$ cat src/rtl/gba_timer_bank.sv
// Bank of GBA-style up-counting timers with reload, prescaler and cascade, behind a byte-addressed window.
// Define TIMER_IRQ_EN to add the registered per-timer interrupt pulse gated by control bit 6.

module gba_timer_bank #(
  parameter int          NUM_TIMERS = 4,
  parameter int          CNT_WIDTH  = 16,
  parameter int          TICK_DIV   = 3,
  parameter logic [11:0] BASE_ADDR  = 12'h100
) (
  input  logic                  clk_mem,
  input  logic                  rst_n,
  input  logic [23:0]           addr,
  input  logic [31:0]           data_in,
  output logic [31:0]           data_out,
  input  logic                  read,
  input  logic                  write,
  input  logic [1:0]            width,
  output logic [NUM_TIMERS-1:0] ovf,
  output logic [NUM_TIMERS-1:0] irq
);

  localparam int               DIV_W     = (TICK_DIV > 1) ? $clog2(TICK_DIV) : 1;
  localparam logic [DIV_W-1:0] DIV_LAST  = DIV_W'(TICK_DIV - 1);
  localparam logic [12:0]      WIN_BYTES = 13'(4 * NUM_TIMERS);
`ifdef TIMER_IRQ_EN
  localparam logic [7:0]       CTRL_MASK = 8'hC7;
`else
  localparam logic [7:0]       CTRL_MASK = 8'h87;
`endif

  logic [DIV_W-1:0]      div_q;
  logic                  tick;

  logic [CNT_WIDTH-1:0]  cnt_q      [NUM_TIMERS];
  logic [CNT_WIDTH-1:0]  reload_q   [NUM_TIMERS];
  logic [7:0]            ctrl_q     [NUM_TIMERS];
  logic [9:0]            presc_q    [NUM_TIMERS];

  logic [CNT_WIDTH-1:0]  reload_eff [NUM_TIMERS];
  logic [7:0]            ctrl_eff   [NUM_TIMERS];
  logic [CNT_WIDTH-1:0]  cnt_nxt    [NUM_TIMERS];
  logic [9:0]            presc_nxt  [NUM_TIMERS];
  logic [NUM_TIMERS-1:0] ovf_c;

  logic [11:0]           offset;
  logic                  hit;
  logic [2:0]            sel;
  logic [4:0]            shift;
  logic [31:0]           wmask;
  logic [31:0]           wdata;
  logic [31:0]           rd_word;
  logic                  unused_bits;

  // The read strobe and the upper address bits carry no meaning for this block.
  assign unused_bits = ^{read, addr[23:12]};

  assign offset = addr[11:0] - BASE_ADDR;
  assign hit    = (addr[11:0] >= BASE_ADDR) && ({1'b0, offset} < WIN_BYTES);
  assign sel    = offset[4:2];
  assign shift  = {addr[1:0], 3'b000};

  always_comb begin
    case (width)
      2'd0:    wmask = 32'h0000_00FF << shift;
      2'd1:    wmask = 32'h0000_FFFF << shift;
      default: wmask = 32'hFFFF_FFFF << shift;
    endcase
    wdata = data_in << shift;
  end

  assign tick = (div_q == DIV_LAST);

  always_ff @(posedge clk_mem or negedge rst_n) begin
    if (!rst_n) begin
      div_q <= '0;
    end else if (tick) begin
      div_q <= '0;
    end else begin
      div_q <= div_q + 1'b1;
    end
  end

  // A write lands in the same cycle it is sampled, so every decision below uses the
  // post-write control/reload view; carry ripples timer 0 -> N-1 to resolve cascades in one cycle.
  always_comb begin : timer_next
    logic [31:0] cur_word;
    logic [31:0] merged;
    logic        wr;
    logic        en_rise;
    logic        casc;
    logic        presc_hit;
    logic        inc;
    logic        wrap;
    logic        carry;
    logic [9:0]  presc_last;

    cur_word   = '0;
    merged     = '0;
    wr         = 1'b0;
    en_rise    = 1'b0;
    casc       = 1'b0;
    presc_hit  = 1'b0;
    inc        = 1'b0;
    wrap       = 1'b0;
    carry      = 1'b0;
    presc_last = '0;
    for (int i = 0; i < NUM_TIMERS; i++) begin
      cur_word      = {8'h00, ctrl_q[i], 16'(reload_q[i])};
      merged        = (cur_word & ~wmask) | (wdata & wmask);
      wr            = write && hit && (sel == 3'(i));
      ctrl_eff[i]   = wr ? (merged[23:16] & CTRL_MASK) : ctrl_q[i];
      reload_eff[i] = wr ? merged[CNT_WIDTH-1:0] : reload_q[i];
      en_rise       = !ctrl_q[i][7] && ctrl_eff[i][7];

      case (ctrl_eff[i][1:0])
        2'd0:    presc_last = 10'd0;
        2'd1:    presc_last = 10'd63;
        2'd2:    presc_last = 10'd255;
        default: presc_last = 10'd1023;
      endcase

      casc      = (i > 0) && ctrl_eff[i][2];
      presc_hit = tick && (presc_q[i] >= presc_last);
      inc       = ctrl_eff[i][7] && !en_rise && (casc ? carry : presc_hit);
      wrap      = inc && (cnt_q[i] == '1);
      ovf_c[i]  = wrap;
      carry     = wrap;

      cnt_nxt[i]   = cnt_q[i];
      presc_nxt[i] = presc_q[i];
      if (en_rise) begin
        cnt_nxt[i]   = reload_eff[i];
        presc_nxt[i] = '0;
      end else if (ctrl_eff[i][7]) begin
        if (inc) begin
          cnt_nxt[i] = wrap ? reload_eff[i] : cnt_q[i] + 1'b1;
        end
        if (!casc && tick) begin
          presc_nxt[i] = presc_hit ? 10'd0 : presc_q[i] + 10'd1;
        end
      end
    end
  end

  always_ff @(posedge clk_mem or negedge rst_n) begin
    if (!rst_n) begin
      for (int i = 0; i < NUM_TIMERS; i++) begin
        cnt_q[i]    <= '0;
        reload_q[i] <= '0;
        ctrl_q[i]   <= '0;
        presc_q[i]  <= '0;
      end
      ovf <= '0;
    end else begin
      for (int i = 0; i < NUM_TIMERS; i++) begin
        cnt_q[i]    <= cnt_nxt[i];
        reload_q[i] <= reload_eff[i];
        ctrl_q[i]   <= ctrl_eff[i];
        presc_q[i]  <= presc_nxt[i];
      end
      ovf <= ovf_c;
    end
  end

`ifdef TIMER_IRQ_EN
  logic [NUM_TIMERS-1:0] irq_c;

  always_comb begin
    irq_c = '0;
    for (int i = 0; i < NUM_TIMERS; i++) begin
      irq_c[i] = ovf_c[i] && ctrl_eff[i][6];
    end
  end

  always_ff @(posedge clk_mem or negedge rst_n) begin
    if (!rst_n) begin
      irq <= '0;
    end else begin
      irq <= irq_c;
    end
  end
`else
  assign irq = '0;
`endif

  always_comb begin
    rd_word = '0;
    for (int i = 0; i < NUM_TIMERS; i++) begin
      if (hit && (sel == 3'(i))) begin
        rd_word = {8'h00, ctrl_q[i], 16'(cnt_q[i])};
      end
    end
  end

  assign data_out = rd_word >> shift;

endmodule
$ cat config.mk
export PLATFORM = sky130hd
export DESIGN_NAME = gba_timer_bank
export DESIGN_NICKNAME = d
export VERILOG_FILES = /design/src/rtl/gba_timer_bank.sv
export SDC_FILE = /design/constraint.sdc
export NUM_CORES = 1
export LEC_CHECK = 0
export ABC_AREA = 1
export BUFFER_PORTS_ARGS = -buffer_cell sky130_fd_sc_hd__buf_2
export CAP_MARGIN = 25
export CORE_ASPECT_RATIO = 1.25
export CORE_MARGIN = 3
export CORE_UTILIZATION = 60
export DETAILED_ROUTE_END_ITERATION = 10
export PLACE_DENSITY = 0.8
export REMOVE_ABC_BUFFERS = 1
export SLEW_MARGIN = 20
export SYNTH_ARGS = -nofsm -noshare
export SYNTH_HDL_FRONTEND = slang
export SYNTH_SLANG_ARGS = --single-unit
$ cat constraint.sdc
create_clock -name clk_mem -period 4.1 [get_ports clk_mem]
set_clock_uncertainty 0.05 [all_clocks]
set_input_delay 0.82 -clock clk_mem [delete_from_list [all_inputs] [get_ports clk_mem]]
set_output_delay 0.82 -clock clk_mem [all_outputs]
set_load 0.05 [all_outputs]
==> metrics.txt, run 1 <==
# TYPE chip_impl_metric gauge
chip_impl_metric{name="reg2reg_slack",unit="ns"} 0.75
chip_impl_metric{name="postRouteWirelength",unit="um"} 33300
chip_impl_info{name="crit_family",value="simple AND/OR/NAND/NOR gates"} 1
chip_impl_metric{name="core_box_area",unit="um2"} 19000
chip_impl_info{name="worst_r2r_startpoint",value="ctrl_q[25]$_DFF_PN0_"} 1
chip_impl_metric{name="routedWlPerCell",unit="um"} 17.2
chip_impl_metric{name="worst-endpoint-required",unit="ns"} 4.38
chip_impl_metric{name="ir_drop_worst_vdd",unit="mV"} 0.328
chip_impl_metric{name="area.growth.synth_to_final",unit="%"} 19.7
chip_impl_metric{name="dieHeight",unit="um"} 162
chip_impl_metric{name="die_area",unit="um2"} 21300
chip_impl_metric{name="first_global_vias",unit=""} 10700
chip_impl_info{name="grt_most_used_layer",value="met2"} 1
chip_impl_metric{name="slew_hr",unit="%"} 37.6
chip_impl_metric{name="die_width",unit="um"} 131
chip_impl_metric{name="stdcell_count",unit=""} 1936
chip_impl_metric{name="grt_pass1_wl",unit="um"} 51800
chip_impl_metric{name="path_clk_slew",unit="ns"} 0.07
chip_impl_metric{name="worstPathBufferInverterCount",unit=""} 5
chip_impl_metric{name="synth-seq-cells",unit=""} 190
chip_impl_metric{name="worstSkewPairLatency",unit="ns"} 0.44
chip_impl_metric{name="finish.net_count",unit=""} 1770
chip_impl_metric{name="grt_overflow",unit=""} 0
chip_impl_metric{name="powerDensity",unit="nW/um2"} 346
chip_impl_metric{name="grt_util_met1",unit="%"} 40.1
chip_impl_metric{name="layout.cell_area.non_filler",unit="um2"} 14000
chip_impl_metric{name="max_freq",unit="GHz"} 0.247
chip_impl_metric{name="max-cap-violations",unit=""} 0
chip_impl_metric{name="globalRouteMet3Util",unit="%"} 5.89
chip_impl_metric{name="synth_edf_count",unit=""} 0
chip_impl_metric{name="clock_tree.htree_level_count",unit=""} 4
chip_impl_metric{name="std_cell_rows",unit=""} 56
chip_impl_metric{name="viasPerCell",unit=""} 5.80
chip_impl_metric{name="arrival",unit="ns"} 4.33
chip_impl_info{name="tritoncts",value="done"} 1
chip_impl_info{name="status",value="complete, no violations"} 1
chip_impl_metric{name="numPortBuffers",unit=""} 60
chip_impl_metric{name="cts_buffer_depth",unit=""} 2
chip_impl_metric{name="placedCellCount",unit=""} 1897
chip_impl_metric{name="layout-drive-gt1-share",unit="%"} 19.1
chip_impl_metric{name="holdBufCountCts",unit=""} 0
chip_impl_info{name="critical_path_s_slowest_cell",value="sky130_fd_sc_hd__ha_4"} 1
chip_impl_metric{name="fillers",unit=""} 1425
chip_impl_metric{name="yosysUniqueCellTypes",unit=""} 55
chip_impl_metric{name="layout_min_cycle_time",unit="ns"} 4.05
chip_impl_info{name="worst_path_most_repeated_cell",value="sky130_fd_sc_hd__nand2_1"} 1
chip_impl_info{name="hp-class",value="reg2reg"} 1
chip_impl_metric{name="detailed_place.area",unit="um2"} 12900
chip_impl_info{name="worst_setup_path_startpoint",value="addr[10]"} 1
chip_impl_metric{name="finalHoldViolCount",unit=""} 0
chip_impl_info{name="start_kind",value="input pin"} 1
chip_impl_metric{name="totalNegativeSetupSlack",unit="ns"} 0
chip_impl_metric{name="async_sr_flop_fraction",unit="%"} 100
chip_impl_metric{name="synth_sequential_area_ratio",unit="%"} 40.5
chip_impl_info{name="hold_wc_startpoint",value="div_q[0]$_DFF_PN0_"} 1
chip_impl_metric{name="report.power.total",unit="W"} 0.00486
chip_impl_metric{name="syn-mean-instance-area",unit="um2"} 7.74
chip_impl_metric{name="cts_inserted_buffers",unit=""} 17
chip_impl_info{name="postSynth.topFlopCell",value="sky130_fd_sc_hd__dfrtp_1"} 1
chip_impl_metric{name="drc",unit=""} 0
chip_impl_info{name="synthDominantAreaCellType",value="sky130_fd_sc_hd__dfrtp_1"} 1
chip_impl_metric{name="final-max-slew-violation-count",unit=""} 0
chip_impl_metric{name="drt_pre_antenna_iters",unit=""} 8
chip_impl_metric{name="cpPeakStageDelay",unit="ns"} 0.22
chip_impl_metric{name="antenna_found_initial",unit=""} 0
chip_impl_metric{name="detailed_place_hpwl",unit="um"} 24400
chip_impl_metric{name="use_met2",unit="%"} 49.6
chip_impl_metric{name="synth-warning-count",unit=""} 0
chip_impl_metric{name="first_iter_violations",unit=""} 1104
chip_impl_metric{name="groute.usage.overall",unit="%"} 31.0
chip_impl_info{name="rsz0062_at_grt",value="true"} 1
chip_impl_metric{name="final_antenna_net_count",unit=""} 0
chip_impl_metric{name="initial_utilization",unit="%"} 61.8
chip_impl_metric{name="critical_path.max_fanout",unit=""} 8
chip_impl_info{name="synth.most_common_cell",value="sky130_fd_sc_hd__nand2_1"} 1
chip_impl_info{name="cts-root-buf",value="sky130_fd_sc_hd__clkbuf_16"} 1
chip_impl_metric{name="fin_crit_sh",unit="%"} 98.8
chip_impl_metric{name="ios",unit=""} 102
chip_impl_metric{name="dr_total_vias",unit=""} 11200
chip_impl_info{name="synth_top_cells_by_count",value="sky130_fd_sc_hd__nand2_1 (278), sky130_fd_sc_hd__inv_1 (219), sky130_fd_sc_hd__dfrtp_1 (190), sky130_fd_sc_hd__o21ai_0 (176), sky130_fd_sc_hd__nor2_1 (116)"} 1
chip_impl_metric{name="final-setup-viol-count",unit=""} 0
chip_impl_metric{name="yosys.area.top_type_share",unit="%"} 40.5
chip_impl_metric{name="fin_hold_ws",unit="ns"} 0.366
chip_impl_metric{name="p_leak",unit="nW"} 7.31
chip_impl_metric{name="syn_inst",unit=""} 1515
chip_impl_info{name="critical_path_class",value="in2reg"} 1
chip_impl_metric{name="antennaDiodeCount",unit=""} 0
chip_impl_metric{name="grt_start_max_net_pins",unit=""} 111
chip_impl_metric{name="place_congestion",unit=""} 0.951
chip_impl_info{name="end_kind",value="flip-flop"} 1
chip_impl_info{name="synthTopCellsByArea",value="sky130_fd_sc_hd__dfrtp_1 (41%), sky130_fd_sc_hd__nand2_1 (8.9%), sky130_fd_sc_hd__o21ai_0 (7.5%)"} 1
chip_impl_metric{name="netlist_area",unit="um2"} 11700
chip_impl_metric{name="timing_worst_slew_pin_value",unit="ns"} 0.936
chip_impl_metric{name="clkSinkCount",unit=""} 190
## logic make-up after synthesis
group | count (synthesis) | share of synthesized area [%]
compound gates | 333 | 16.3
xor+xnor | 61 | 4.56
other cells | 1 | 0.0320
simple gates | 585 | 22.7
fa+ha+maj | 46 | 4.91
flops | 190 | 40.5
mux | 9 | 0.832
buf+inv | 290 | 10.1
## stage by stage
step	setup slack, ns	utilization [%]
floorplan	-0.307	-
global placement	-0.424	68.1
detailed placement	-0.584	68.1
CTS	0.00470	71.4
global route	-0.151	74.0
finish	0.0472	74.0
## registers in the layout, indices dropped and copies added, names as in the netlist, named ones only
name	count
presc_q	40
ovf	4
ctrl_q	15
cnt_q	64
div_q	2
reload_q	64
## metal layers
layer / wire length, um / vias to the layer above
met4: 1780 / 0
met1: 13300 / 5246
met3: 2500 / 124
li1: - / 5302
met5: 0 / -
met2: 15800 / 558
## timing repair
action | CTS | global route
endpoints found under the setup margin | 32 | 75
pin swaps | 1 | 31
resized for setup | 5 | 103
buffers inserted | 1 | 5
cloned | 0 | 1
## layout make-up
class	count	area, um2	share of cell area (%)
well taps	261	327	2.33
flip-flops and latches	190	4750	33.9
clock buffers	17	425	3.03
multi-input cells	1051	6250	44.5
repair buffers	172	1230	8.79
clock inverters	15	178	1.27
inverters	230	871	6.20
## power breakdown
part | switching, W | internal (W) | total (W)
clock network | 0.000797 | 0.000922 | 0.00172
registers | 0.000155 | 0.00202 | 0.00217
logic | 0.000607 | 0.000363 | 0.000970
total | 0.00156 | 0.00330 | 0.00486
## worst paths after layout
kind / to / cells past startpoint
min: div_q[0]$_DFF_PN0_ / 1
max: cnt_q[10]$_DFFE_PN0P_ / 33
max in group asynchronous: reload_q[26]$_DFF_PN0_ / 2
min reg2reg: div_q[0]$_DFF_PN0_ / 1
min in group asynchronous: cnt_q[58]$_DFFE_PN0P_ / 1
max reg2reg: cnt_q[10]$_DFFE_PN0P_ / 29
## cells in the final DEF, fill, tap and decap left out, drive strengths merged, types with 6 or more instances in the layout
cell | synthesis | routed
nand4 | 24 | 24
xnor2 | 10 | 10
dfrtp | 190 | 190
nand2 | 287 | 288
o211ai | 21 | 21
nand3 | 78 | 78
nor3 | 50 | 50
buf | 34 | 170
nor2 | 123 | 123
inv | 228 | 234
o221ai | 8 | 8
a221oi | 11 | 11
xor2 | 51 | 51
o22ai | 42 | 42
clkinv | 2 | 7
conb | 1 | 16
mux2 | 6 | 6
clkbuf | 26 | 19
o21ai | 181 | 181
nor3b | 11 | 11
ha | 46 | 46
a21oi | 57 | 57
No activity file was read; power rests on OpenSTA's default activity.
==> inputs of run 2 (changes only) <==
clock period = 5.2 ns   (was 4.1 ns; I/O delays follow)
==> metrics.txt, run 2 (synthesis gave the netlist of run 1 again) <==
# TYPE chip_impl_metric gauge
chip_impl_info{name="status",value="complete, no violations"} 1
chip_impl_metric{name="std_cell_rows",unit=""} 56
chip_impl_metric{name="multiInputGateArea",unit="um2"} 5840
chip_impl_metric{name="worstPathBufferInverterCount",unit=""} 3
chip_impl_info{name="critical_path_class",value="in2reg"} 1
chip_impl_metric{name="area.growth.synth_to_final",unit="%"} 9.95
chip_impl_metric{name="p_leak",unit="nW"} 6.80
chip_impl_metric{name="layout_min_cycle_time",unit="ns"} 4.77
chip_impl_metric{name="grt_pass1_wl",unit="um"} 50900
chip_impl_metric{name="detailed_place.area",unit="um2"} 12300
chip_impl_metric{name="drt_pre_antenna_iters",unit=""} 6
chip_impl_metric{name="finalHoldViolCount",unit=""} 0
chip_impl_info{name="start_kind",value="input pin"} 1
chip_impl_metric{name="dr_total_vias",unit=""} 10700
chip_impl_info{name="crit_family",value="simple AND/OR/NAND/NOR gates"} 1
chip_impl_info{name="worst_path_most_repeated_cell",value="sky130_fd_sc_hd__nand2_1"} 1
chip_impl_metric{name="die_width",unit="um"} 131
chip_impl_metric{name="cts_buffer_depth",unit=""} 2
chip_impl_metric{name="fillers",unit=""} 1571
chip_impl_metric{name="finish.net_count",unit=""} 1678
chip_impl_metric{name="first_global_vias",unit=""} 10200
chip_impl_metric{name="die_area",unit="um2"} 21300
chip_impl_metric{name="final_core_util",unit="%"} 67.9
chip_impl_info{name="hp-class",value="reg2reg"} 1
chip_impl_metric{name="detailed_place_hpwl",unit="um"} 23500
chip_impl_info{name="final_common_cell",value="sky130_fd_sc_hd__nand2_1"} 1
chip_impl_metric{name="numPortBuffers",unit=""} 60
chip_impl_metric{name="timing_worst_slew_pin_value",unit="ns"} 1.14
chip_impl_info{name="reg_top3",value="cnt_q x64, reload_q x64, presc_q x40"} 1
chip_impl_metric{name="placement.setup.worst_slack",unit="ns"} -0.00259
chip_impl_metric{name="worstSkewPairLatency",unit="ns"} 0.44
chip_impl_metric{name="fin_crit_sh",unit="%"} 91.7
chip_impl_metric{name="max_freq",unit="GHz"} 0.210
chip_impl_metric{name="post-cts-setup-buffer-count",unit=""} 0
chip_impl_metric{name="slew_hr",unit="%"} 23.4
chip_impl_metric{name="seq_area",unit="um2"} 4750
chip_impl_metric{name="reg2reg_slack",unit="ns"} 1.49
chip_impl_metric{name="dieHeight",unit="um"} 162
chip_impl_metric{name="setup_ws",unit="ns"} 0.429
chip_impl_metric{name="powerDensity",unit="nW/um2"} 295
chip_impl_metric{name="ir_drop_worst_vdd",unit="mV"} 0.256
chip_impl_metric{name="arrival",unit="ns"} 5.10
chip_impl_metric{name="critical_path.max_fanout",unit=""} 16
chip_impl_metric{name="clock_tree.htree_level_count",unit=""} 4
chip_impl_info{name="end_kind",value="flip-flop"} 1
chip_impl_info{name="tritoncts",value="done"} 1
chip_impl_metric{name="report.power.total",unit="W"} 0.00381
chip_impl_metric{name="cts_inserted_buffers",unit=""} 17
chip_impl_metric{name="antennaDiodeCount",unit=""} 0
chip_impl_metric{name="core_box_area",unit="um2"} 19000
chip_impl_metric{name="drc",unit=""} 0
chip_impl_metric{name="viasPerCell",unit=""} 5.80
chip_impl_metric{name="max-cap-violations",unit=""} 0
chip_impl_info{name="commonest_cells_after_routing_fill_and_taps_aside",value="sky130_fd_sc_hd__nand2_1 (278), sky130_fd_sc_hd__inv_1 (219), sky130_fd_sc_hd__dfrtp_1 (190), sky130_fd_sc_hd__o21ai_0 (175), sky130_fd_sc_hd__nor2_1 (115)"} 1
chip_impl_metric{name="place_congestion",unit=""} 1.00
chip_impl_metric{name="postRouteWirelength",unit="um"} 31500
chip_impl_metric{name="first_iter_violations",unit=""} 937
chip_impl_metric{name="layout.cell_area.non_filler",unit="um2"} 12900
chip_impl_metric{name="initial_utilization",unit="%"} 61.8
chip_impl_metric{name="grt_overflow",unit=""} 0
chip_impl_metric{name="worst-endpoint-required",unit="ns"} 5.53
chip_impl_metric{name="grt_start_max_net_pins",unit=""} 100
chip_impl_info{name="critical_path_s_slowest_cell",value="sky130_fd_sc_hd__nor2_1"} 1
chip_impl_info{name="cts-root-buf",value="sky130_fd_sc_hd__clkbuf_16"} 1
chip_impl_metric{name="final-setup-viol-count",unit=""} 0
chip_impl_info{name="rsz0062_at_grt",value="false"} 1
chip_impl_metric{name="groute.usage.overall",unit="%"} 30.6
chip_impl_metric{name="routedWlPerCell",unit="um"} 17.1
chip_impl_metric{name="clkSinkCount",unit=""} 190
chip_impl_metric{name="ios",unit=""} 102
chip_impl_metric{name="layout-drive-gt1-share",unit="%"} 10.4
chip_impl_metric{name="final_antenna_net_count",unit=""} 0
chip_impl_metric{name="final-max-slew-violation-count",unit=""} 0
chip_impl_metric{name="antenna_found_initial",unit=""} 0
chip_impl_metric{name="path_clk_slew",unit="ns"} 0.07
chip_impl_metric{name="cpPeakStageDelay",unit="ns"} 0.40
==> run 2: final timing paths <==
kind / start / end / depth (start not counted)
max: addr[10] / cnt_q[6]$_DFFE_PN0P_ / 31
min: div_q[0]$_DFF_PN0_ / div_q[0]$_DFF_PN0_ / 1
max reg2reg: ctrl_q[25]$_DFF_PN0_ / cnt_q[6]$_DFFE_PN0P_ / 28
min reg2reg: div_q[0]$_DFF_PN0_ / div_q[0]$_DFF_PN0_ / 1
max in group asynchronous: rst_n / ovf[3]$_DFF_PN0_ / 2
min in group asynchronous: rst_n / cnt_q[63]$_DFFE_PN0P_ / 1
==> run 2: per-stage QoR <==
| stage | hold WS [ns] | TNS, ns | std cells |
|---|---|---|---|
| 2_1_floorplan | 0.347 | 0 | 1470 |
| 3_3_place_gp | 0.357 | 0 | 1812 |
| 3_5_place_dp | 0.360 | -0.00328 | 1812 |
| 4_1_cts | 0.369 | 0 | 1844 |
| 5_1_grt | 0.380 | 0 | 1844 |
| 6_report | 0.368 | 0 | 1844 |
==> run 2: layer usage <==
layer	track usage, %	up-vias	share of wire [%]
li1	-	5115	-
met1	41.0	5041	41
met2	48.1	454	47
met3	5.16	94	7.6
met4	14.7	0	5.0
met5	0	-	0
==> run 2: timing repair <==
action / in CTS / in global routing
hold buffers: 0 / 0
gates resized for setup: 0 / 2
endpoints found under the setup margin: 0 / 16
==> run 2: final cells by class <==
class	count	share of cell area, %
Multi-Input combinational cell	1050	45.3
Sequential cell	190	36.9
Inverter	230	6.70
Timing Repair Buffer	81	3.81
Clock buffer	20	3.54
Tap cell	261	2.53
Clock inverter	12	1.22
==> run 2: power by group <==
group | switching, W | internal [W] | leakage [nW]
combinational | 0.000460 | 0.000248 | 4.17
sequential | 0.000119 | 0.00159 | 2.32
clock | 0.000602 | 0.000788 | 0.305
